`config.mk`:
```
export PLATFORM = sky130hd
export DESIGN_NAME = blackjack_table_ctrl
export DESIGN_NICKNAME = d
export VERILOG_FILES = /design/src/rtl/bj_pkg.sv /design/src/rtl/bj_hand_acc.sv /design/src/rtl/blackjack_table_ctrl.sv
export SDC_FILE = /design/constraint.sdc
export NUM_CORES = 1
export LEC_CHECK = 0
export ABC_AREA = 1
export CAP_MARGIN = 20
export CORE_ASPECT_RATIO = 1.5
export CORE_UTILIZATION = 35
export DETAILED_ROUTE_END_ITERATION = 7
export PLACE_DENSITY = 0.6
export SYNTH_ARGS = -nofsm -noshare
export SYNTH_HDL_FRONTEND = slang
export SYNTH_HIERARCHICAL = 1
export SYNTH_SLANG_ARGS = --single-unit
```
`constraint.sdc`:
```
create_clock -name clk -period 2.5 [get_ports clk]
set_clock_uncertainty 0.1 [all_clocks]
set_input_delay 0.5 -clock clk [delete_from_list [all_inputs] [get_ports clk]]
set_output_delay 0.5 -clock clk [all_outputs]
set_load 0.05 [all_outputs]
```
`src/rtl/bj_pkg.sv`:
```
// Shared definitions for the multi-seat blackjack table: state codes, result codes
// and the card-rank to point-value mapping.
package bj_pkg;

    typedef enum logic [2:0] {
        ST_IDLE   = 3'd0,
        ST_DEAL   = 3'd1,
        ST_PLAYER = 3'd2,
        ST_DEALER = 3'd3,
        ST_SETTLE = 3'd4,
        ST_DONE   = 3'd5
    } state_e;

    localparam logic [1:0] RES_NONE = 2'b00;
    localparam logic [1:0] RES_WIN  = 2'b01;
    localparam logic [1:0] RES_LOSE = 2'b10;
    localparam logic [1:0] RES_PUSH = 2'b11;

    // Aces count 1 here; the soft +10 is applied by the hand accumulator.
    function automatic logic [3:0] rank_to_value(input logic [3:0] rank);
        if (rank > 4'd10) begin
            return 4'd10;
        end
        return rank;
    endfunction

endpackage

```
`src/rtl/bj_hand_acc.sv`:
```
// One hand accumulator: keeps the hard total and whether an ace was drawn, and
// derives the best total, soft flag and bust flag from them.
module bj_hand_acc
    import bj_pkg::*;
#(
    parameter int SUM_W = 5
) (
    input  logic             clk_i,
    input  logic             rst_ni,
    input  logic             clear_i,
    input  logic             add_i,
    input  logic [3:0]       rank_i,
    output logic [SUM_W-1:0] hard_o,
    output logic             has_ace_o,
    output logic [SUM_W-1:0] best_o,
    output logic             soft_o,
    output logic             bust_o
);

    logic [SUM_W-1:0] hard_q, hard_d;
    logic             ace_q, ace_d;

    always_comb begin
        hard_d = hard_q;
        ace_d  = ace_q;
        if (clear_i) begin
            hard_d = '0;
            ace_d  = 1'b0;
        end else if (add_i) begin
            hard_d = hard_q + SUM_W'(rank_to_value(rank_i));
            ace_d  = ace_q | (rank_i == 4'd1);
        end
    end

    always_ff @(posedge clk_i or negedge rst_ni) begin
        if (!rst_ni) begin
            hard_q <= '0;
            ace_q  <= 1'b0;
        end else begin
            hard_q <= hard_d;
            ace_q  <= ace_d;
        end
    end

    assign hard_o    = hard_q;
    assign has_ace_o = ace_q;
    assign soft_o    = ace_q && (hard_q <= SUM_W'(11));
    assign best_o    = soft_o ? hard_q + SUM_W'(10) : hard_q;
    assign bust_o    = hard_q > SUM_W'(21);

endmodule

```
`src/rtl/blackjack_table_ctrl.sv`:
```
// Multi-seat blackjack round controller: synchronises the buttons, pulls cards from
// the shuffler one at a time, walks the seats and the dealer, and settles results.
module blackjack_table_ctrl
    import bj_pkg::*;
#(
    parameter int N_SEATS      = 2,
    parameter int DEALER_STAND = 17,
    parameter int HIT_SOFT17   = 1,
    parameter int SUM_W        = 5,
    localparam int SEAT_W      = (N_SEATS > 1) ? $clog2(N_SEATS) : 1
) (
    input  logic                     clk,
    input  logic                     rst,
    input  logic                     deal,
    input  logic                     hit,
    input  logic                     stand,
    input  logic                     deck_ready,
    input  logic                     card_vld,
    input  logic [3:0]               card_rank,
    output logic                     card_req,
    output logic [2:0]               state,
    output logic [SEAT_W-1:0]        active_seat,
    output logic [N_SEATS*SUM_W-1:0] player_sum,
    output logic [SUM_W-1:0]         dealer_sum,
    output logic [3:0]               dealer_up,
    output logic [N_SEATS*2-1:0]     result
);

    localparam int HANDS      = N_SEATS + 1;
    localparam int DEAL_CARDS = 2 * HANDS;

    logic [2:0] btnRaw;
    logic [2:0] btnEvt;
    logic       dealEvt, hitEvt, standEvt;

    assign btnRaw = {stand, hit, deal};

    // Buttons idle high, so the synchroniser powers up at 1 to avoid a false press.
    for (genvar b = 0; b < 3; b++) begin : g_btn
        logic sync1_q, sync2_q, prev_q;
        always_ff @(posedge clk or negedge rst) begin
            if (!rst) begin
                sync1_q <= 1'b1;
                sync2_q <= 1'b1;
                prev_q  <= 1'b1;
            end else begin
                sync1_q <= btnRaw[b];
                sync2_q <= sync1_q;
                prev_q  <= sync2_q;
            end
        end
        assign btnEvt[b] = prev_q & ~sync2_q;
    end

    assign dealEvt  = btnEvt[0];
    assign hitEvt   = btnEvt[1];
    assign standEvt = btnEvt[2];

    state_e                state_q, state_d;
    logic [SEAT_W-1:0]     seat_q, seat_d;
    logic [3:0]            cardCnt_q, cardCnt_d;
    logic                  pending_q, pending_d;
    logic                  showDealer_q, showDealer_d;
    logic [3:0]            dealerUp_q, dealerUp_d;
    logic [N_SEATS*2-1:0]  result_q, result_d;

    logic                  reqCard, handClear, acceptCard;
    logic [3:0]            dealIdx, target;
    logic [HANDS-1:0]      handAdd, handBust, handSoft;
    logic [SUM_W-1:0]      bestSum [HANDS];
    logic [N_SEATS*2-1:0]  settleRes;

    assign acceptCard = card_vld & pending_q;

    always_comb begin
        dealIdx = (cardCnt_q < 4'(HANDS)) ? cardCnt_q : cardCnt_q - 4'(HANDS);
        case (state_q)
            ST_DEAL:   target = dealIdx;
            ST_PLAYER: target = 4'(seat_q);
            default:   target = 4'(N_SEATS);
        endcase
        handAdd = '0;
        for (int h = 0; h < HANDS; h++) begin
            handAdd[h] = acceptCard && (target == 4'(h));
        end
    end

    for (genvar h = 0; h < HANDS; h++) begin : g_hand
        logic [SUM_W-1:0] hardTot;
        logic             aceHeld;
        logic             unusedHand;
        bj_hand_acc #(.SUM_W(SUM_W)) u_hand (
            .clk_i     (clk),
            .rst_ni    (rst),
            .clear_i   (handClear),
            .add_i     (handAdd[h]),
            .rank_i    (card_rank),
            .hard_o    (hardTot),
            .has_ace_o (aceHeld),
            .best_o    (bestSum[h]),
            .soft_o    (handSoft[h]),
            .bust_o    (handBust[h])
        );
        assign unusedHand = ^{hardTot, aceHeld, handSoft[h]};
    end

    logic [SUM_W-1:0] curBest, dealerBest, upValue;
    logic             curBust, dealerBust, dealerDraw, allBust, lastSeat;

    assign curBest    = bestSum[seat_q];
    assign curBust    = handBust[seat_q];
    assign dealerBest = bestSum[N_SEATS];
    assign dealerBust = handBust[N_SEATS];
    assign allBust    = &handBust[N_SEATS-1:0];
    assign lastSeat   = (seat_q == SEAT_W'(N_SEATS - 1));
    assign dealerDraw = (dealerBest < SUM_W'(DEALER_STAND)) ||
                        ((dealerBest == SUM_W'(DEALER_STAND)) && handSoft[N_SEATS] && (HIT_SOFT17 != 0));
    assign upValue    = (dealerUp_q == 4'd1) ? SUM_W'(11) : SUM_W'(rank_to_value(dealerUp_q));

    always_comb begin
        settleRes = '0;
        for (int s = 0; s < N_SEATS; s++) begin
            if (handBust[s]) begin
                settleRes[2*s +: 2] = RES_LOSE;
            end else if (dealerBust || (bestSum[s] > dealerBest)) begin
                settleRes[2*s +: 2] = RES_WIN;
            end else if (bestSum[s] < dealerBest) begin
                settleRes[2*s +: 2] = RES_LOSE;
            end else begin
                settleRes[2*s +: 2] = RES_PUSH;
            end
        end
    end

    // Decisions are only taken with no card in flight, so every card lands in the
    // hand that asked for it and the totals seen here are always up to date.
    always_comb begin
        state_d      = state_q;
        seat_d       = seat_q;
        cardCnt_d    = cardCnt_q;
        pending_d    = pending_q;
        showDealer_d = showDealer_q;
        dealerUp_d   = dealerUp_q;
        result_d     = result_q;
        reqCard      = 1'b0;
        handClear    = 1'b0;
        if (acceptCard) begin
            pending_d = 1'b0;
        end
        case (state_q)
            ST_IDLE: begin
                if (dealEvt && deck_ready) begin
                    handClear    = 1'b1;
                    cardCnt_d    = '0;
                    seat_d       = '0;
                    showDealer_d = 1'b0;
                    dealerUp_d   = '0;
                    result_d     = {(N_SEATS){RES_NONE}};
                    state_d      = ST_DEAL;
                end
            end
            ST_DEAL: begin
                if (acceptCard) begin
                    cardCnt_d = cardCnt_q + 4'd1;
                    if (cardCnt_q == 4'(N_SEATS)) begin
                        dealerUp_d = card_rank;
                    end
                end else if (!pending_q) begin
                    if (cardCnt_q == 4'(DEAL_CARDS)) begin
                        seat_d  = '0;
                        state_d = ST_PLAYER;
                    end else begin
                        reqCard = 1'b1;
                    end
                end
            end
            ST_PLAYER: begin
                if (!pending_q) begin
                    if (curBust || (curBest == SUM_W'(21)) || standEvt) begin
                        if (lastSeat) begin
                            showDealer_d = 1'b1;
                            state_d      = ST_DEALER;
                        end else begin
                            seat_d = seat_q + SEAT_W'(1);
                        end
                    end else if (hitEvt) begin
                        reqCard = 1'b1;
                    end
                end
            end
            ST_DEALER: begin
                if (!pending_q) begin
                    if (!allBust && dealerDraw) begin
                        reqCard = 1'b1;
                    end else begin
                        state_d = ST_SETTLE;
                    end
                end
            end
            ST_SETTLE: begin
                result_d = settleRes;
                state_d  = ST_DONE;
            end
            ST_DONE: begin
                if (dealEvt) begin
                    state_d = ST_IDLE;
                end
            end
            default: state_d = ST_IDLE;
        endcase
        if (reqCard) begin
            pending_d = 1'b1;
        end
    end

    always_ff @(posedge clk or negedge rst) begin
        if (!rst) begin
            state_q      <= ST_IDLE;
            seat_q       <= '0;
            cardCnt_q    <= '0;
            pending_q    <= 1'b0;
            showDealer_q <= 1'b0;
            dealerUp_q   <= '0;
            result_q     <= '0;
        end else begin
            state_q      <= state_d;
            seat_q       <= seat_d;
            cardCnt_q    <= cardCnt_d;
            pending_q    <= pending_d;
            showDealer_q <= showDealer_d;
            dealerUp_q   <= dealerUp_d;
            result_q     <= result_d;
        end
    end

    always_comb begin
        player_sum = '0;
        for (int s = 0; s < N_SEATS; s++) begin
            player_sum[s*SUM_W +: SUM_W] = bestSum[s];
        end
    end

    assign card_req    = reqCard;
    assign state       = state_q;
    assign active_seat = seat_q;
    assign dealer_up   = dealerUp_q;
    assign dealer_sum  = showDealer_q ? dealerBest : upValue;
    assign result      = result_q;

endmodule

```
* After elaboration in Yosys (flattened, before gate mapping)
Index checks and enable logic that the tools add are counted.
** Operators by class
- Add/subtract/negate cells :: 9
- Multipliers :: 0
- Divide/modulo/power cells :: 0
- Order comparisons :: 16
- Eq/ne operators :: 25
- Shifts and indexed selects :: 0
- Muxes and demuxes :: 93
- Bitwise operators :: 11
- Reduce and logical (&&, ||, !) cells :: 32
** Operators by type and width (count)
- 4-bit two-way mux :: 18
- 5-bit two-way mux :: 12
- 1-bit two-way mux :: 40
- 4-bit one-hot mux with 2 select lines :: 4
- 3-bit two-way mux :: 10
- 2-bit != test (second input constant) :: 12
- 3-bit one-hot mux with 6 select lines :: 1
- 5-bit by 4-bit adder with 5-bit output :: 3
- 5-bit by 4-bit adder with 5-bit output (second input constant) :: 3
- 5-bit > comparator (second input constant) :: 3
- 5-bit by 4-bit less-or-equal comparator with 1-bit output (second input constant) :: 3
- 2-bit nonzero test :: 7
- 4-bit by 1-bit == test with 1-bit output (second input constant) :: 3
- 5-bit binary-select mux with 2-bit select :: 1
- 5-bit == test (second input constant) :: 2
- 5-bit > comparator :: 2
- 5-bit < comparator :: 2
- 10-bit AND reduction :: 1
- 1-bit logical AND :: 9
- 4-bit by 2-bit == test with 1-bit output (second input constant) :: 2
- 4-bit > comparator (second input constant) :: 2
- 2-bit two-way mux :: 4
- 7-bit AND reduction :: 1
- 3-bit by 2-bit == test with 1-bit output (second input constant) :: 2
- other kinds (25) :: 39
** Storage, ports and cells
- Register bits :: 45
- Bits in latches :: 0
- Bits in writable memories :: 0
- Memory bits (read-only) :: 0
- Bits of input ports :: 11
- Output and inout port bits :: 28
- Memories kept :: 0

* Longest topological paths before layout
- Word-level depth :: 13
- Gate-level depth with buffers :: 18
- Gate-level depth less buffers :: 18

* Hierarchy
Netlist, hierarchy kept.
** By module, submodules not included
- bj_hand_acc :: times used 3, cells an instance 83, area each 620.6 µm², sequential area each 150.1 µm²
- blackjack_table_ctrl :: times used 1, cells an instance 252, area each 1810.5 µm², sequential area each 686.9 µm²

* Least setup slack after synthesis
Ideal clock, no wire load.
- Path kind :: register to output
- Start :: register g_hand[0].u_hand.hard_q[0]
- End :: output port card_req
- Arrival :: 2302 ps
- Required time :: 1900 ps
- Slack :: -402 ps
- Stages on the path, launching flop included :: 15
- Cells stage by stage :: dfrtp_1 > nand3_2 > nand2_2 > nand2_4 > nand3_1 > nand2_1 > nand2_1 > inv_1 > nand3_1 > o21ai_0 > nand2_1 > nand4_1 > nand2_1 > nand2_1 > inv_1
** Between the ends
- Word-level cells in the longest chain between the ends :: 12
** RTL lines
- start: declaration :: line bj_hand_acc.sv:20 : logic [SUM_W-1:0] hard_q, hard_d;
- start signal: assignment :: line bj_hand_acc.sv:40 : hard_q <= hard_d;
- 5-bit by 4-bit less-or-equal comparator with 1-bit output :: line bj_hand_acc.sv:47 : assign soft_o = ace_q && (hard_q <= SUM_W'(11));
- 1-bit logical AND :: line bj_hand_acc.sv:47
- 5-bit two-way mux (*) :: line bj_hand_acc.sv:48 : assign best_o = soft_o ? hard_q + SUM_W'(10) : hard_q;
- named net player_sum[3] :: line blackjack_table_ctrl.sv:23 : output logic [N_SEATS*SUM_W-1:0] player_sum,
- 5-bit binary-select mux with 2-bit select (*) :: line blackjack_table_ctrl.sv:110 : assign curBest = bestSum[seat_q];
- 5-bit two-way mux (not written as such) (*) (2 in a row) :: line blackjack_table_ctrl.sv:110
- 5-bit == test (*) :: line blackjack_table_ctrl.sv:179 : if (curBust || (curBest == SUM_W'(21)) || standEvt) begin
- 1-bit logical OR (*) (2 in a row) :: line blackjack_table_ctrl.sv:179
- 1-bit two-way mux (*) :: line blackjack_table_ctrl.sv:179
- 1-bit two-way mux (*) :: line blackjack_table_ctrl.sv:178 : if (!pending_q) begin
- 1-bit one-hot mux with 3 select lines (*) :: line blackjack_table_ctrl.sv:150 : case (state_q)
- end: declaration :: line blackjack_table_ctrl.sv:20 : output logic card_req,
The timed path passes the listed nets; every way through them passes the cells marked *. The select of a mux whose other input is x is not followed.

* Worst setup path in the final report
- Start :: register g_hand[0].u_hand.hard_q[1]
- End :: output port card_req
** Between the ends
- Word-level cells in the longest chain between the ends :: 12
** RTL lines (line)
- 5-bit by 4-bit less-or-equal comparator with 1-bit output :: bj_hand_acc.sv:47
- 1-bit logical AND :: bj_hand_acc.sv:47
- 5-bit two-way mux :: bj_hand_acc.sv:48
- 5-bit binary-select mux with 2-bit select :: blackjack_table_ctrl.sv:110
- 5-bit two-way mux (not written as such) (2 in a row) :: blackjack_table_ctrl.sv:110
- 5-bit == test :: blackjack_table_ctrl.sv:179
- 1-bit logical OR (2 in a row) :: blackjack_table_ctrl.sv:179
- 1-bit two-way mux :: blackjack_table_ctrl.sv:179
- 1-bit two-way mux :: blackjack_table_ctrl.sv:178
- 1-bit one-hot mux with 3 select lines (*) :: blackjack_table_ctrl.sv:150
Mark *: on every way between the ends. The rest lies on a longest branch, timed or not. The select of a mux whose other input is x is not followed.

==> run summary <==
Combinational share of power: 70.2%
Switching part of the total: 48.4%
Number of port buffers: 38
Final #Nets: 648
Mapped Area: 3640 µm²
Mean Syn Cell Area: 7.34 µm²
Post-layout worst setup margin: -373 ps
Num CTS Buffers: 5
R2R Setup Slk: 150 ps
Internal power: 3840 µW
Critical Path RT: 1900 ps
Syn_nets: 543
Violated checks: setup timing
Final hold violations: 0
RR Startpoint: g_hand[2].u_hand/hard_o[1]
Share of cells above drive strength 1: 32.7%
Max Slew Vio Count: 0
WP data arrival: 2270 ps
Die height: 127 µm
Vias in the first global route: 3,679
DRT iter0 DRCs: 178
Post-route cell area: 5240 µm²
Worst setup startpoint: g_hand[0].u_hand/hard_o[1]
Detail Route Antenna Nets: 0
Final setup violation count: 2
Max Cap Violations: 0
Hpwl dp: 7.89 mm
Clock Latency Late Sink: 290 ps
Final min period: 2870 ps
Gr ovfl total: 0
Largest net degree at the start of global routing: 25
DRT Pass-1 Iters: 4
Critical path endpoint category: output pin
Peak fanout along the critical path: 6
Worst VDD drop: 0.813 mV
Power density over the cells: 1420 nW/µm²
Full die area: 10,800 µm²
DRC Markers: 0
Via count: 3,605
Cells after synthesis: 496
Outcome: complete, but fails checks
Top Ports: 39
H-Tree Depth: 2
Initial antenna violation count: 0
Sequential cell fraction of total power: 18.2%
Clk slew on worst S/H paths: 60 ps
Max Freq: 348 MHz
Core Region: 10,100 µm²
Placed inst area: 4770 µm²
Avg Vias per Cell: 5.01
Actual slew at the worst max-slew pin: 515 ps
Period Utilization, post-route: 115%
Synth Warn #: 6
First-pass GRT wire length: 16.4 mm
N_diodes: 0
CTS tree: yes
Max Buffers Root-to-Sink: 2
CTS sink count: 45
GRT Util Overall: 19.0%
Wire per inst: 13.6 µm
Core Util, Final: 51.7%
Clock power share: 11.7%
Hold/Removal Path Class: in -> async
CTS Root Cell: clkbuf_16
Die W: 85.3 µm
Sw Pwr: 3600 µW
Final wirelength: 9.75 mm
Hold_ws: 75.4 ps
Startpoint Class: flop
Initial core utilization: 35.9%
Unrepaired setup endpoints after global routing: true
Fill count: 992
Gpl congestion: 0.868
Rows: 45
Slew margin rel.: 65.7%
Leakage power: 0.00263 µW
Synth-to-Final Area Change: 43.8%
Crit Path Class: reg -> out
-- worst max-delay path, cell delays in order (launching register included) --
cell        delay (ps)
dfrtp_2            470
ha_1               250
nor2_2             150
nand3_2            110
nand2_2             80
nand2_4             50
inv_1               60
nand3_2             60
o21ai_2            140
nand2_2             80
nand4_1             80
nand2_1             70
nand2_2            110
clkinvlp_4         110
buf_12             150
-- layout make-up --
| class | count | area (µm²) | area share (%) |
|---|---|---|---|
| timing repair buffer | 102 | 1010 | 19.4 |
| inverter | 83 | 362 | 6.90 |
| clock buffer | 5 | 125 | 2.39 |
| clock inverter | 3 | 68.8 | 1.31 |
| sequential | 45 | 1140 | 21.9 |
| tap | 117 | 146 | 2.79 |
| multi-input combinational | 364 | 2380 | 45.4 |
-- registers in the layout, indices dropped and copies added, names as in the netlist --
signal / count
g_hand.u_hand/hard_o: 15
cardCnt_q: 4
g_btn.prev_q: 3
active_seat: 1
result: 4
g_hand.u_hand/has_ace_o: 3
showDealer_q: 1
g_btn.sync1_q: 3
dealer_up: 4
state: 3
g_btn.sync2_q: 3
pending_q: 1
-- worst paths after layout --
check / depth (start not counted) / end
worst max register to register: 16 / result[1]
max in group asynchronous: 2 / g_hand[2].u_hand/hard_o[1]
min in group clk: 0 / g_btn[0].sync2_q
worst min register to register: 0 / g_btn[0].sync2_q
worst max-delay path: 14 / card_req
worst min-delay path: 1 / state[1]
-- cell usage in the layout, fill, tap and decap left out, types with 15 or more instances in the layout --
cell type / count
a21oi_1: 27
buf_4: 60
clkdlybuf4s50_1: 22
dfrtp_1: 30
ha_1: 26
inv_1: 66
nand2_1: 98
nand2_2: 20
nand3_1: 33
nand3_2: 15
nand4_1: 21
nor2_1: 33
-- routing by layer --
metal / wire length, µm / GRT usage (%) / up-vias
met5: 0 / 0 / -
li1: - / - / 1841
met4: 236 / 7.45 / 0
met3: 251 / 2.73 / 20
met1: 4070 / 21.1 / 1687
met2: 5190 / 36.0 / 57
-- power by group through the flow --
stage	Combinational (µW)	Sequential [µW]	Clock [µW]
after detailed placement	4770	1350	0
after floorplan	2710	1560	0
after global placement	4690	1340	0
final	5220	1350	867
after global routing	5740	1390	919
after CTS	4920	1340	890
-- what timing repair did --
action                                  CTS  global route
buffers inserted                          7             3
pin swaps                                 9            25
endpoints found under the setup margin    4            12
resized for setup                        13            41
endpoints found under the hold margin     0             0
hold buffers                              0             0
-- per-stage QoR --
stage / total power [µW] / TNS, ps / cells / setup slack (ps)
floorplan: 4270 / -40.8 / 496 / -40.8
global placement: 6030 / -657 / 702 / -156
detailed placement: 6120 / -973 / 702 / -220
CTS: 7150 / -403 / 717 / -385
global route: 8050 / -761 / 719 / -480
finish: 7440 / -376 / 719 / -373
Note: power is estimated with default switching activity, not from simulation.
